$ cat src/rtl/pc_seq_pkg.sv
// pc_seq_pkg: shared types and constants for the fetch-stage sequencer.
//   pc_seq_state_e : sequencer FSM state encoding
//   INSN_BYTES     : bytes per instruction (sequential PC increment)
//   align_pc       : clears the two low address bits of a target
package pc_seq_pkg;

    typedef enum logic [1:0] {
        PS_FETCH = 2'd0,
        PS_DRAIN = 2'd1,
        PS_HOLD  = 2'd2
    } pc_seq_state_e;

    localparam int unsigned INSN_BYTES = 4;

    function automatic logic [31:0] align_pc(input logic [31:0] pc);
        return pc & ~32'h0000_0003;
    endfunction

endpackage

$ cat src/rtl/pc_next_sel.sv
// pc_next_sel: combinational next-PC selection for the fetch sequencer.
// Priority is trap > redirect > sequential. Redirect targets are word aligned.
// Optional feature macro: PC_TRAP_EN (adds the trap inputs).
// Ports:
//   trap_valid_i     in  1   trap request (PC_TRAP_EN only)
//   trap_pc_i        in  32  trap target (PC_TRAP_EN only)
//   redirect_valid_i in  1   branch/jump taken
//   redirect_pc_i    in  32  branch/jump target, low two bits ignored
//   pc_i             in  32  current fetch PC
//   redir_o          out 1   any redirect (trap or branch) this cycle
//   target_o         out 32  selected redirect target
//   next_pc_o        out 32  target on redirect, else pc_i + INSN_BYTES
module pc_next_sel
    import pc_seq_pkg::*;
(
`ifdef PC_TRAP_EN
    input  logic        trap_valid_i,
    input  logic [31:0] trap_pc_i,
`endif
    input  logic        redirect_valid_i,
    input  logic [31:0] redirect_pc_i,
    input  logic [31:0] pc_i,
    output logic        redir_o,
    output logic [31:0] target_o,
    output logic [31:0] next_pc_o
);

    always_comb begin
        redir_o  = redirect_valid_i;
        target_o = align_pc(redirect_pc_i);
`ifdef PC_TRAP_EN
        if (trap_valid_i) begin
            redir_o  = 1'b1;
            target_o = align_pc(trap_pc_i);
        end
`endif
        // 32-bit add wraps naturally from 32'hFFFF_FFFC to 0
        next_pc_o = redir_o ? target_o : (pc_i + 32'(INSN_BYTES));
    end

endmodule

$ cat src/rtl/pc_sequencer.sv
// pc_sequencer: fetch-stage controller. Owns the PC, issues one imem
// request/ack transaction per instruction, applies redirects (flushing stale
// fetches) and hands instructions to decode through a 1-entry skid buffer.
// Optional feature macro: PC_TRAP_EN (trap_valid port, redirect to TRAP_VECTOR).
// Ports:
//   clk, rst        clock; asynchronous active-high reset
//   redirect_valid  in   branch/jump taken;  redirect_pc in  target
//   imem_req/addr   out  fetch request and address (stable until ack)
//   imem_ack/rdata  in   fetch completion and instruction
//   if_valid/pc/instr out  instruction presented to decode; if_ready in
//   pc_out          out  next fetch address
//   trap_valid      in   trap request (PC_TRAP_EN only)
//
// state    | meaning
// ---------+-------------------------------------------------------------
// PS_FETCH | request at pc outstanding (or being issued), waiting for ack
// PS_DRAIN | redirected while a request was in flight; discard its data
// PS_HOLD  | output and skid both full; no request until decode drains
module pc_sequencer
    import pc_seq_pkg::*;
#(
    parameter logic [31:0] RESET_VECTOR = 32'h0000_0000
`ifdef PC_TRAP_EN
    ,
    parameter logic [31:0] TRAP_VECTOR  = 32'h0000_0100
`endif
) (
    input  logic        clk,
    input  logic        rst,
    input  logic        redirect_valid,
    input  logic [31:0] redirect_pc,
    output logic        imem_req,
    output logic [31:0] imem_addr,
    input  logic        imem_ack,
    input  logic [31:0] imem_rdata,
    output logic        if_valid,
    input  logic        if_ready,
    output logic [31:0] if_pc,
    output logic [31:0] if_instr,
    output logic [31:0] pc_out
`ifdef PC_TRAP_EN
    ,
    input  logic        trap_valid
`endif
);

    pc_seq_state_e state_q;
    logic [31:0]   pc_q;
    logic          imem_req_q;
    logic [31:0]   imem_addr_q;
    logic          if_valid_q;
    logic [31:0]   if_pc_q;
    logic [31:0]   if_instr_q;
    logic [31:0]   skid_pc_q;
    logic [31:0]   skid_instr_q;

    logic          redir;
    logic [31:0]   redir_target;
    logic [31:0]   pc_d;

    pc_next_sel u_next_sel (
`ifdef PC_TRAP_EN
        .trap_valid_i     (trap_valid),
        .trap_pc_i        (TRAP_VECTOR),
`endif
        .redirect_valid_i (redirect_valid),
        .redirect_pc_i    (redirect_pc),
        .pc_i             (pc_q),
        .redir_o          (redir),
        .target_o         (redir_target),
        .next_pc_o        (pc_d)
    );

    // In DRAIN, pc_q already holds the pending redirect target while
    // imem_addr_q keeps the address of the transaction being drained.
    always_ff @(posedge clk or posedge rst) begin
        if (rst) begin
            state_q      <= PS_FETCH;
            pc_q         <= RESET_VECTOR;
            imem_req_q   <= 1'b0;
            imem_addr_q  <= 32'h0;
            if_valid_q   <= 1'b0;
            if_pc_q      <= 32'h0;
            if_instr_q   <= 32'h0;
            skid_pc_q    <= 32'h0;
            skid_instr_q <= 32'h0;
        end else begin
            case (state_q)
                PS_FETCH: begin
                    if (redir) begin
                        if_valid_q <= 1'b0;
                        pc_q       <= redir_target;
                        if (imem_req_q && !imem_ack) begin
                            state_q <= PS_DRAIN;
                        end else begin
                            imem_req_q  <= 1'b1;
                            imem_addr_q <= redir_target;
                        end
                    end else if (imem_req_q && imem_ack) begin
                        pc_q        <= pc_d;
                        imem_addr_q <= pc_d;
                        if (!if_valid_q || if_ready) begin
                            if_valid_q <= 1'b1;
                            if_pc_q    <= pc_q;
                            if_instr_q <= imem_rdata;
                        end else begin
                            skid_pc_q    <= pc_q;
                            skid_instr_q <= imem_rdata;
                            imem_req_q   <= 1'b0;
                            state_q      <= PS_HOLD;
                        end
                    end else begin
                        if (if_ready) begin
                            if_valid_q <= 1'b0;
                        end
                        imem_req_q  <= 1'b1;
                        imem_addr_q <= pc_q;
                    end
                end
                PS_DRAIN: begin
                    if_valid_q <= 1'b0;
                    if (redir) begin
                        pc_q <= redir_target;
                    end
                    if (imem_ack) begin
                        state_q     <= PS_FETCH;
                        imem_addr_q <= redir ? redir_target : pc_q;
                    end
                end
                PS_HOLD: begin
                    if (redir) begin
                        if_valid_q  <= 1'b0;
                        pc_q        <= redir_target;
                        state_q     <= PS_FETCH;
                        imem_req_q  <= 1'b1;
                        imem_addr_q <= redir_target;
                    end else if (if_ready) begin
                        if_pc_q     <= skid_pc_q;
                        if_instr_q  <= skid_instr_q;
                        state_q     <= PS_FETCH;
                        imem_req_q  <= 1'b1;
                        imem_addr_q <= pc_q;
                    end
                end
                default: begin
                    state_q <= PS_FETCH;
                end
            endcase
        end
    end

    assign imem_req  = imem_req_q;
    assign imem_addr = imem_addr_q;
    assign if_valid  = if_valid_q;
    assign if_pc     = if_pc_q;
    assign if_instr  = if_instr_q;
    assign pc_out    = pc_q;

endmodule
$ cat config.mk
export PLATFORM = sky130hd
export DESIGN_NAME = pc_sequencer
export DESIGN_NICKNAME = d
export VERILOG_FILES = /design/src/rtl/pc_seq_pkg.sv /design/src/rtl/pc_next_sel.sv /design/src/rtl/pc_sequencer.sv
export SDC_FILE = /design/constraint.sdc
export NUM_CORES = 1
export LEC_CHECK = 0
export CAP_MARGIN = 20
export CORE_MARGIN = 5
export CORE_UTILIZATION = 30
export DETAILED_ROUTE_END_ITERATION = 10
export SLEW_MARGIN = 25
export SYNTH_ARGS = -nofsm -noshare
export SYNTH_HDL_FRONTEND = slang
export SYNTH_SLANG_ARGS = --single-unit
$ cat constraint.sdc
create_clock -name clk -period 8.4 [get_ports clk]
set_input_delay 1.68 -clock clk [delete_from_list [all_inputs] [get_ports clk]]
set_output_delay 1.68 -clock clk [all_outputs]
set_load 0.005 [all_outputs]
* Word-level counts from Yosys, hierarchy flattened *
Cells that the tools add are included.

word-level totals
  register bits after elaboration = 196
  input port bits = 69
  output and inout port bits = 130
  word-level logic and storage cells = 88

cells by class
  add/sub/neg operators = 1
  equal/unequal tests = 17
  multiplexer cells = 43
  bitwise gates (word level) = 2
  reductions and logical operators = 16

operator list
  cell                     number
  $mux W32                 18
  $pmux W32 S2             3
  $pmux W32 S3             1
  $add A32 B3 Y32 const B  1
  $reduce_and A4 Y1        4
  $ne A3 B3 Y1 const B     5
  $mux W2                  7
  $ne A2 B2 Y1 const B     7
  $ne A4 B4 Y1 const B     3
  $mux W1                  11
  $pmux W2 S3              1
  $reduce_and A6 Y1        1
  $reduce_and A5 Y1        1
  $reduce_bool A2 Y1       2
  $pmux W1 S3              1
  $reduce_bool A3 Y1       1
  $eq A2 B1 Y1 const B     1
  $eq A2 B2 Y1 const B     1
  $logic_and A1 B1 Y1      2
  $logic_not A1 Y1         2
  $logic_not A2 Y1         1
  $not A1 Y1               2
  $pmux W1 S2              1
  $reduce_or A2 Y1         1
  $logic_or A1 B1 Y1       1

* Longest topological paths before layout *
Gate-level depths: netlist of run 1.

  depth in word-level cells = 6
  depth in mapped cells = 10
  mapped depth without buffers = 7

* Cells and area by module *
Synthesis of run 1 repeated with hierarchy kept, for this count alone.

unflattened totals
  cell total of the unflattened synthesis = 911
  area, all modules = 10188.5 um^2

modules (own cells, without submodules)
  module        instances  cells each  area an instance (um^2)
  pc_sequencer  1          708         8956.1
  pc_next_sel   1          203         1232.4

* Worst setup path after synthesis of run 1 *
OpenSTA, ideal clock, no wires.

  path kind = input to register
  from = input imem_ack
  to = register imem_addr_q[23], in the netlist imem_addr[23]
  arrival = 3.054 ns
  slack = 5.214 ns
  cell stages on the path = 6
  cells stage by stage = buf_2 > nand4_1 > nor4_4 > nand4_2 > and3_1 > or3_1

between the ends
  longest elaborated chain between the ends = 4
  elaborated cells between the ends (all ways) = 9

ends and longest elaborated chain
  item                                                            RTL line                                text
  start, declared                                                 pc_sequencer.sv:34                      input logic imem_ack,
  $logic_and A1 B1 Y1 / $logic_not A1 Y1 (equally long branches)  pc_sequencer.sv:99, pc_sequencer.sv:93
  $mux W32 / $logic_and A1 B1 Y1 (equally long branches)          -
  $mux W32 / $ne A3 B3 Y1 (equally long branches)                 -
  $pmux W32 S3 / $reduce_and A4 Y1 (equally long branches)        -
  end signal, assigned                                            pc_sequencer.sv:97                      imem_addr_q <= redir_target;
  end signal, assigned                                            pc_sequencer.sv:101                     imem_addr_q <= pc_d;
  end signal, assigned                                            pc_sequencer.sv:117                     imem_addr_q <= pc_q;
  end, declared                                                   pc_sequencer.sv:50                      logic [31:0] imem_addr_q;

Parallel ways exist; a longest one is shown, timed or not.
A chain may end at the register's enable or synchronous reset.

* Worst setup path in the final report of run 1 *
  from = input imem_ack
  to = register if_pc_q[4], in the netlist if_pc[4]

between the ends
  longest elaborated chain between the ends = 3

ends and longest elaborated chain
  item                                RTL line             text
  $logic_and A1 B1 Y1                 pc_sequencer.sv:99   end else if (imem_req_q && imem_ack) begin
  $ne A2 B2 Y1 (no source line)       -
  $reduce_and A6 Y1 (no source line)  -
  end signal, assigned                pc_sequencer.sv:104  if_pc_q <= pc_q;
  end signal, assigned                pc_sequencer.sv:138  if_pc_q <= skid_pc_q;
  end, declared                       pc_sequencer.sv:52   logic [31:0] if_pc_q;

No other way between the ends.

==> impl_metrics.py, run 1 <==
metrics = {
    "outcome": {
        "status": "complete, no violations",
    },
    "global_route": {
        "track_usage_pct": 15.62,
        "grt_first_pass_wirelength_um": 44220,
        "grt_max_degree": 136,
        "grt_pass1_vias": 7572,
        "antenna_found_initial": 2,
        "gr-total-overflow": 0,
    },
    "worst_setup_path": {
        "reg2regPathDepth": 7,
        "startpoint": "imem_ack",
        "cp-start-kind": "primary input",
        "crit_fanout": 86,
        "reg2reg_to": "imem_addr[29]$_DFFE_PP0P_",
        "endpoint_kind": "register",
        "worstSetupPathType": "in -> reg",
        "crit_top_cell": "buf_4",
        "crit_required_ns": 8.76,
        "rrSetupSlack_ns": 5.19,
        "r2r_start": "state_q[0]$_DFFE_PP0P_",
        "slowest_delay_ns": 0.73,
        "arrival_ns": 4.36,
        "crit_chain": "clkdlybuf4s50_1 -> and2_1 -> o211ai_1 -> a21oi_4 -> buf_4 -> buf_4 -> nor2_1 -> a21oi_1",
        "cp_slowest_cell": "buf_4",
    },
    "routing": {
        "vias_per_cell": 5.057,
        "wirelength_um": 27560,
        "dr.pass1.iters": 4,
        "wl_met3_um": 1806,
        "drt_iter0_drc": 467,
        "highest_layer": "met5",
        "drc_errors": 0,
        "dr_wl_met2_um": 13270,
        "ant_nets": 0,
        "met1_length_um": 12050,
        "vias": 7586,
        "wire_per_inst_um": 18.37,
    },
    "timing": {
        "finalHoldViolCount": 0,
        "rsz0062_at_grt": "no",
        "finalCriticalPeriod_ns": 3.997,
        "fin_ws_ns": 4.403,
        "worstMarginPinSlew_ns": 0.9535,
        "setup_tns_ns": 0,
        "fmax_ghz": 0.2502,
        "slew_headroom_pct": 36.44,
        "setup_viol": 0,
        "clock_skew_ns": 0.01065,
        "finalCritPeriodShare_pct": 47.58,
        "drv_slew": 0,
    },
    "die": {
        "core_area_um2": 31470,
        "ios": 199,
        "die_area_um2": 35380,
        "rows": 65,
        "die_height_um": 188.1,
        "die_w_um": 188.1,
        "start_util_pct": 30.23,
    },
    "synth": {
        "synth-seq-area-share_pct": 51.55,
        "synth_seq_cells": 196,
        "ys.flop_type": "dfrtp_1",
        "async_flop_share_pct": 100.0,
        "yosysUniqueCellTypes": 56,
        "netlist_area_um2": 9515,
        "ys_warn_count": 0,
        "syn_avg_cell_area_um2": 10.17,
        "synth-edff-count": 0,
        "syn-num-nets": 1010,
        "netlist_instances": 936,
    },
    "clocking": {
        "clk_latency_ns": 0.44,
        "max-clock-path-buffers": 2,
        "clk_pin_slew_ns": 0.07,
        "post_cts_resized": 0,
        "clock_sinks": 196,
        "cts_made_buffers": 17,
        "cts_setup_buffers": 0,
        "root_buffer": "clkbuf_16",
        "cts_tree": "done",
        "cts_hold_buf": 0,
        "h-tree-depth": 4,
    },
    "run": {
        "cap_violations": 0,
    },
    "min_path": {
        "hold_start": "imem_addr[7]$_DFFE_PP0P_",
        "hold_end": "imem_addr[7]$_DFFE_PP0P_",
        "hp-class": "reg -> reg",
        "min_delay_path_depth": 2,
    },
    "power": {
        "power_frac_clock_pct": 21.2,
        "irDropWorstVdd_mv": 0.1473,
        "switching_share_pct": 34.65,
        "p_int_mw": 2.564,
        "p_per_area_nw_per_um2": 317.7,
        "p_comb_share_pct": 37.7,
        "seqPwrFrac_pct": 41.1,
        "p_total_mw": 3.924,
        "p_sw_mw": 1.360,
        "power_leakage_nw": 5.004,
    },
    "placement": {
        "place_ws_ns": 3.960,
        "hpwlAfterDp_um": 18710,
        "portBuffers": 196,
        "gp_congestion": 0.7844,
        "dp.cells": 1468,
    },
    "layout": {
        "area_growth_pct": 29.81,
        "drive_gt1_share_pct": 10.38,
        "antenna_cells": 0,
        "nNetsFinal": 1159,
        "fin_cells": 1500,
    },
}
==> final cells by class <==
type	count	area [um^2]
flip-flops and latches	196	4905
clock inverters	14	142.6
multi-input cells	649	4262
fillers	3055	19120
well taps	402	503.0
inverters	15	68.82
clock buffers	18	439.2
repair buffers	206	2032
==> synthesized netlist by cell type (all sizes together), types with 3 or more instances <==
| library cell | instances | share of area (%) |
|---|---|---|
| mux2 | 56 | 6.6 |
| o211ai | 4 | 0.32 |
| a31oi | 3 | 0.20 |
| nor4 | 18 | 1.6 |
| dfrtp | 196 | 52 |
| or3 | 5 | 0.33 |
| o21ai | 44 | 2.3 |
| xnor2 | 6 | 0.55 |
| nor2 | 104 | 4.1 |
| ha | 5 | 0.66 |
| nand4b | 5 | 0.46 |
| a211o | 5 | 0.46 |
| o22a | 3 | 0.28 |
| o22ai | 9 | 0.59 |
| a21oi | 95 | 5.0 |
| o221ai | 4 | 0.37 |
| clkbuf | 44 | 1.7 |
| mux2i | 72 | 7.6 |
| nand4 | 10 | 0.79 |
| nand3 | 38 | 2.3 |
| o31a | 6 | 0.55 |
| a22oi | 5 | 0.39 |
| nand3b | 3 | 0.24 |
| nor2b | 8 | 0.53 |
| o21a | 3 | 0.24 |
| buf | 32 | 1.6 |
| nand2 | 66 | 2.6 |
| a22o | 6 | 0.55 |
| or4 | 6 | 0.47 |
| inv | 14 | 0.55 |
| nor3 | 12 | 0.63 |
| and2 | 7 | 0.46 |
| xor2 | 7 | 0.64 |
| o31ai | 3 | 0.24 |
| and3 | 14 | 0.92 |
==> power by group through the flow <==
stage / clock, mW / sequential [mW] / combinational (mW)
6_report: 0.832 / 1.61 / 1.48
5_1_grt: 0.898 / 1.67 / 1.64
4_1_cts: 0.861 / 1.62 / 1.52
3_5_place_dp: 0 / 1.63 / 1.51
3_3_place_gp: 0 / 1.62 / 1.49
2_1_floorplan: 0 / 1.56 / 0.751
==> layer usage <==
metal / GRT usage (%) / up-vias
met5: 0 / -
met4: 3.614 / 4
met3: 4.877 / 27
met2: 25.49 / 190
met1: 20.40 / 3735
li1: - / 3630
==> state kept, by name, indices dropped and copies added, names as in the netlist <==
signal / cells
if_instr: 32
state_q: 2
skid_pc_q: 32
if_pc: 32
skid_instr_q: 32
imem_req: 1
if_valid: 1
pc_out: 32
imem_addr: 32
==> cell families after synthesis <==
| logic type | count (synthesis) | synth area share (%) |
|---|---|---|
| buffers and inverters | 91 | 3.945 |
| AOI/OAI and AO/OA | 199 | 12.31 |
| and+or+nand+nor | 304 | 16.15 |
| adders and majority gates | 5 | 0.6575 |
| xor gates and xnor gates | 13 | 1.197 |
| DFF | 196 | 51.54 |
| muxes | 128 | 14.20 |
==> worst max path at each step <==
stage | to | depth (start not counted) | slack (ns)
floorplan | if_instr[0]$_DFFE_PP0P_ | 1 | 1.38
global placement | if_instr[30]$_DFFE_PP0P_ | 7 | 4.04
detailed placement | if_instr[24]$_DFFE_PP0P_ | 8 | 3.96
CTS | if_pc[4]$_DFFE_PP0P_ | 8 | 4.43
global route | if_pc[4]$_DFFE_PP0P_ | 8 | 4.15
finish | if_pc[4]$_DFFE_PP0P_ | 8 | 4.40
==> metrics by stage <==
step	hold slack [ns]	util [%]	area [um^2]
2_1_floorplan	0.4496	-	9515
3_3_place_gp	0.4650	37.38	11770
3_5_place_dp	0.4724	37.38	11770
4_1_cts	0.4907	39.23	12350
5_1_grt	0.5143	39.24	12350
6_report	0.4851	39.24	12350
==> worst max-delay path: cells and delay by family <==
family	cells	cell delay [ns]
buf+inv	3	1.81
simple gates	2	0.34
compound gates	3	0.44
==> cell usage in the layout (no fill, tap or decap), types with 3 or more instances in the layout <==
master / count
mux2i_1: 72
clkinv_4: 4
xnor2_1: 6
and3_1: 14
a22oi_1: 5
xor2_1: 7
clkbuf_16: 17
clkdlybuf4s50_1: 195
nand3b_1: 3
o211ai_1: 4
a21oi_1: 94
o221ai_1: 4
o31a_1: 6
o21ai_1: 4
nor3_1: 12
and2_1: 7
inv_1: 13
o21a_1: 3
nor2_1: 104
or3_1: 5
buf_4: 10
o31ai_1: 3
nand3_1: 35
dfrtp_1: 196
inv_6: 4
ha_1: 3
a22o_1: 6
nor4_1: 14
mux2_2: 56
nand2_1: 66
o22a_1: 3
a211o_1: 5
o21ai_0: 40
o22ai_1: 9
or4_1: 6
nor2b_1: 8
nand4_1: 8
a31oi_1: 3
nand4b_1: 5
Power figures use the tool's default switching activity.
==> run 2: changes to the inputs <==
==> constraint.sdc (replaced) <==
create_clock -name clk -period 4 [get_ports clk]
set_input_delay 0.8 -clock clk [delete_from_list [all_inputs] [get_ports clk]]
set_output_delay 0.8 -clock clk [all_outputs]
set_load 0.005 [all_outputs]
==> run 2 against run 1 <==
Die area stayed put. Power is 110% higher. Worst setup slack worse by 3.5 ns. Utilization is 0.51 points higher. Critical endpoint is now pc_out[14]$_DFFE_PP0N_. Largest power group unchanged.
==> impl_metrics.py, run 2 (synthesis gave the netlist of run 1 again) <==
metrics = {
    "layout": {
        "final_cell_mix": "dfrtp_1 (196), clkdlybuf4s50_1 (195), nor2_1 (104), a21oi_1 (94), mux2i_1 (72)",
        "antenna_cells": 0,
        "drive_gt1_share_pct": 11.03,
        "area_growth_pct": 31.51,
        "final_common_cell": "dfrtp_1",
        "nNetsFinal": 1167,
        "fin_cells": 1508,
    },
    "min_path": {
        "hp-class": "reg -> reg",
        "hold_start": "imem_addr[6]$_DFFE_PP0P_",
    },
    "timing": {
        "fmax_ghz": 0.3239,
        "drv_slew": 0,
        "clock_skew_ns": 0.01591,
        "finalCritPeriodShare_pct": 77.19,
        "worstMarginPinSlew_ns": 0.8767,
        "rsz0062_at_grt": "no",
        "finalHoldViolCount": 0,
        "slew_headroom_pct": 41.43,
        "setup_tns_ns": 0,
        "finalCriticalPeriod_ns": 3.088,
        "setup_viol": 0,
    },
    "die": {
        "die_area_um2": 35380,
        "core_area_um2": 31470,
        "ios": 199,
        "die_height_um": 188.1,
        "die_w_um": 188.1,
        "start_util_pct": 30.23,
        "rows": 65,
    },
    "worst_setup_path": {
        "crit_required_ns": 4.34,
        "startpoint": "state_q[0]$_DFFE_PP0P_",
        "crit_fanout": 18,
        "cp-start-kind": "register",
        "endpoint_kind": "register",
        "arrival_ns": 3.43,
        "reg2regPathDepth": 7,
        "worstSetupPathType": "reg -> reg",
        "rrSetupSlack_ns": 0.91,
        "endpoint": "pc_out[14]$_DFFE_PP0N_",
        "r2r_start": "state_q[0]$_DFFE_PP0P_",
        "reg2reg_to": "pc_out[14]$_DFFE_PP0N_",
    },
    "routing": {
        "vias_per_cell": 5.080,
        "wirelength_um": 27460,
        "ant_nets": 0,
        "vias": 7660,
        "drt_iter0_drc": 517,
        "drc_errors": 0,
        "wire_per_inst_um": 18.21,
        "dr.pass1.iters": 5,
    },
    "clocking": {
        "cts_tree": "done",
        "clock_sinks": 196,
        "h-tree-depth": 4,
        "cts_made_buffers": 17,
        "clk_pin_slew_ns": 0.08,
        "cts_hold_buf": 0,
        "post_cts_resized": 0,
        "cts_setup_buffers": 0,
        "max-clock-path-buffers": 2,
        "clk_latency_ns": 0.45,
        "root_buffer": "clkbuf_16",
    },
    "placement": {
        "portBuffers": 196,
        "gp_congestion": 0.7825,
        "dp.cells": 1476,
        "hpwlAfterDp_um": 19030,
    },
    "global_route": {
        "grt_pass1_vias": 7619,
        "grt_first_pass_wirelength_um": 43700,
        "track_usage_pct": 15.46,
        "grt_max_degree": 129,
        "gr-total-overflow": 0,
        "antenna_found_initial": 2,
    },
    "power": {
        "p_total_mw": 8.366,
        "p_comb_share_pct": 37.7,
        "switching_share_pct": 35.56,
        "power_frac_clock_pct": 22.0,
        "p_int_mw": 5.391,
        "irDropWorstVdd_mv": 0.2984,
        "seqPwrFrac_pct": 40.3,
        "power_leakage_nw": 5.077,
        "p_sw_mw": 2.975,
        "p_per_area_nw_per_um2": 668.5,
    },
    "run": {
        "cap_violations": 0,
    },
    "outcome": {
        "status": "complete, no violations",
    },
}
[run 2: power groups by stage]
stage                     clock, mW  combinational (mW)  sequential (mW)
after global routing           1.99                3.47             3.49
after floorplan                   0                1.58             3.28
after CTS                      1.91                3.21             3.38
final                          1.84                3.16             3.37
after detailed placement          0                3.20             3.41
after global placement            0                3.16             3.39
[run 2: stage by stage]
stage / hold WS, ns / instance area (um^2) / worst slack (ns) / util, %
global route: 0.5157 / 12510 / 0.6683 / 39.76
floorplan: 0.4496 / 9519 / 0.6676 / -
detailed placement: 0.4703 / 11870 / 0.7189 / 37.72
finish: 0.4847 / 12510 / 0.9124 / 39.76
CTS: 0.4915 / 12510 / 0.9312 / 39.76
global placement: 0.4624 / 11870 / 0.7683 / 37.72
[run 2: layout make-up]
| class | instances | area (um^2) |
|---|---|---|
| Fill cell | 3087 | 18960 |
| Sequential cell | 196 | 4905 |
| Multi-Input combinational cell | 649 | 4262 |
| Timing Repair Buffer | 214 | 2142 |
| Tap cell | 402 | 503.0 |
| Clock buffer | 17 | 425.4 |
| Clock inverter | 15 | 216.5 |
| Inverter | 15 | 60.06 |
[run 2: worst min-delay path by stage]
stage                           endpoint  slack, ns  cells past startpoint
2_1_floorplan  skid_pc_q[13]$_DFFE_PP0P_       0.45                      2
3_3_place_gp   skid_pc_q[17]$_DFFE_PP0P_       0.46                      2
3_5_place_dp    imem_addr[1]$_DFFE_PP0P_       0.47                      2
4_1_cts         imem_addr[1]$_DFFE_PP0P_       0.49                      2
5_1_grt         imem_addr[1]$_DFFE_PP0P_       0.52                      2
6_report        imem_addr[6]$_DFFE_PP0P_       0.48                      2
[run 2: layer usage]
layer | wire (um) | track usage [%] | vias to the layer above | share of wire, %
li1 | - | - | 3646 | -
met1 | 12100 | 20.51 | 3755 | 44
met2 | 12940 | 24.57 | 223 | 47
met3 | 1973 | 4.765 | 32 | 7.2
met4 | 424 | 4.178 | 4 | 1.5
met5 | 27 | 0 | - | 0.098
[run 2: worst max-delay path, cell delays in order, from the launching register on]
cell      delay (ns)
dfrtp_1         0.42
inv_1           0.11
ha_1            0.59
nand3b_1        0.62
nor4_2          0.55
a21oi_1         0.12
or3b_1          0.38
a22o_1          0.19
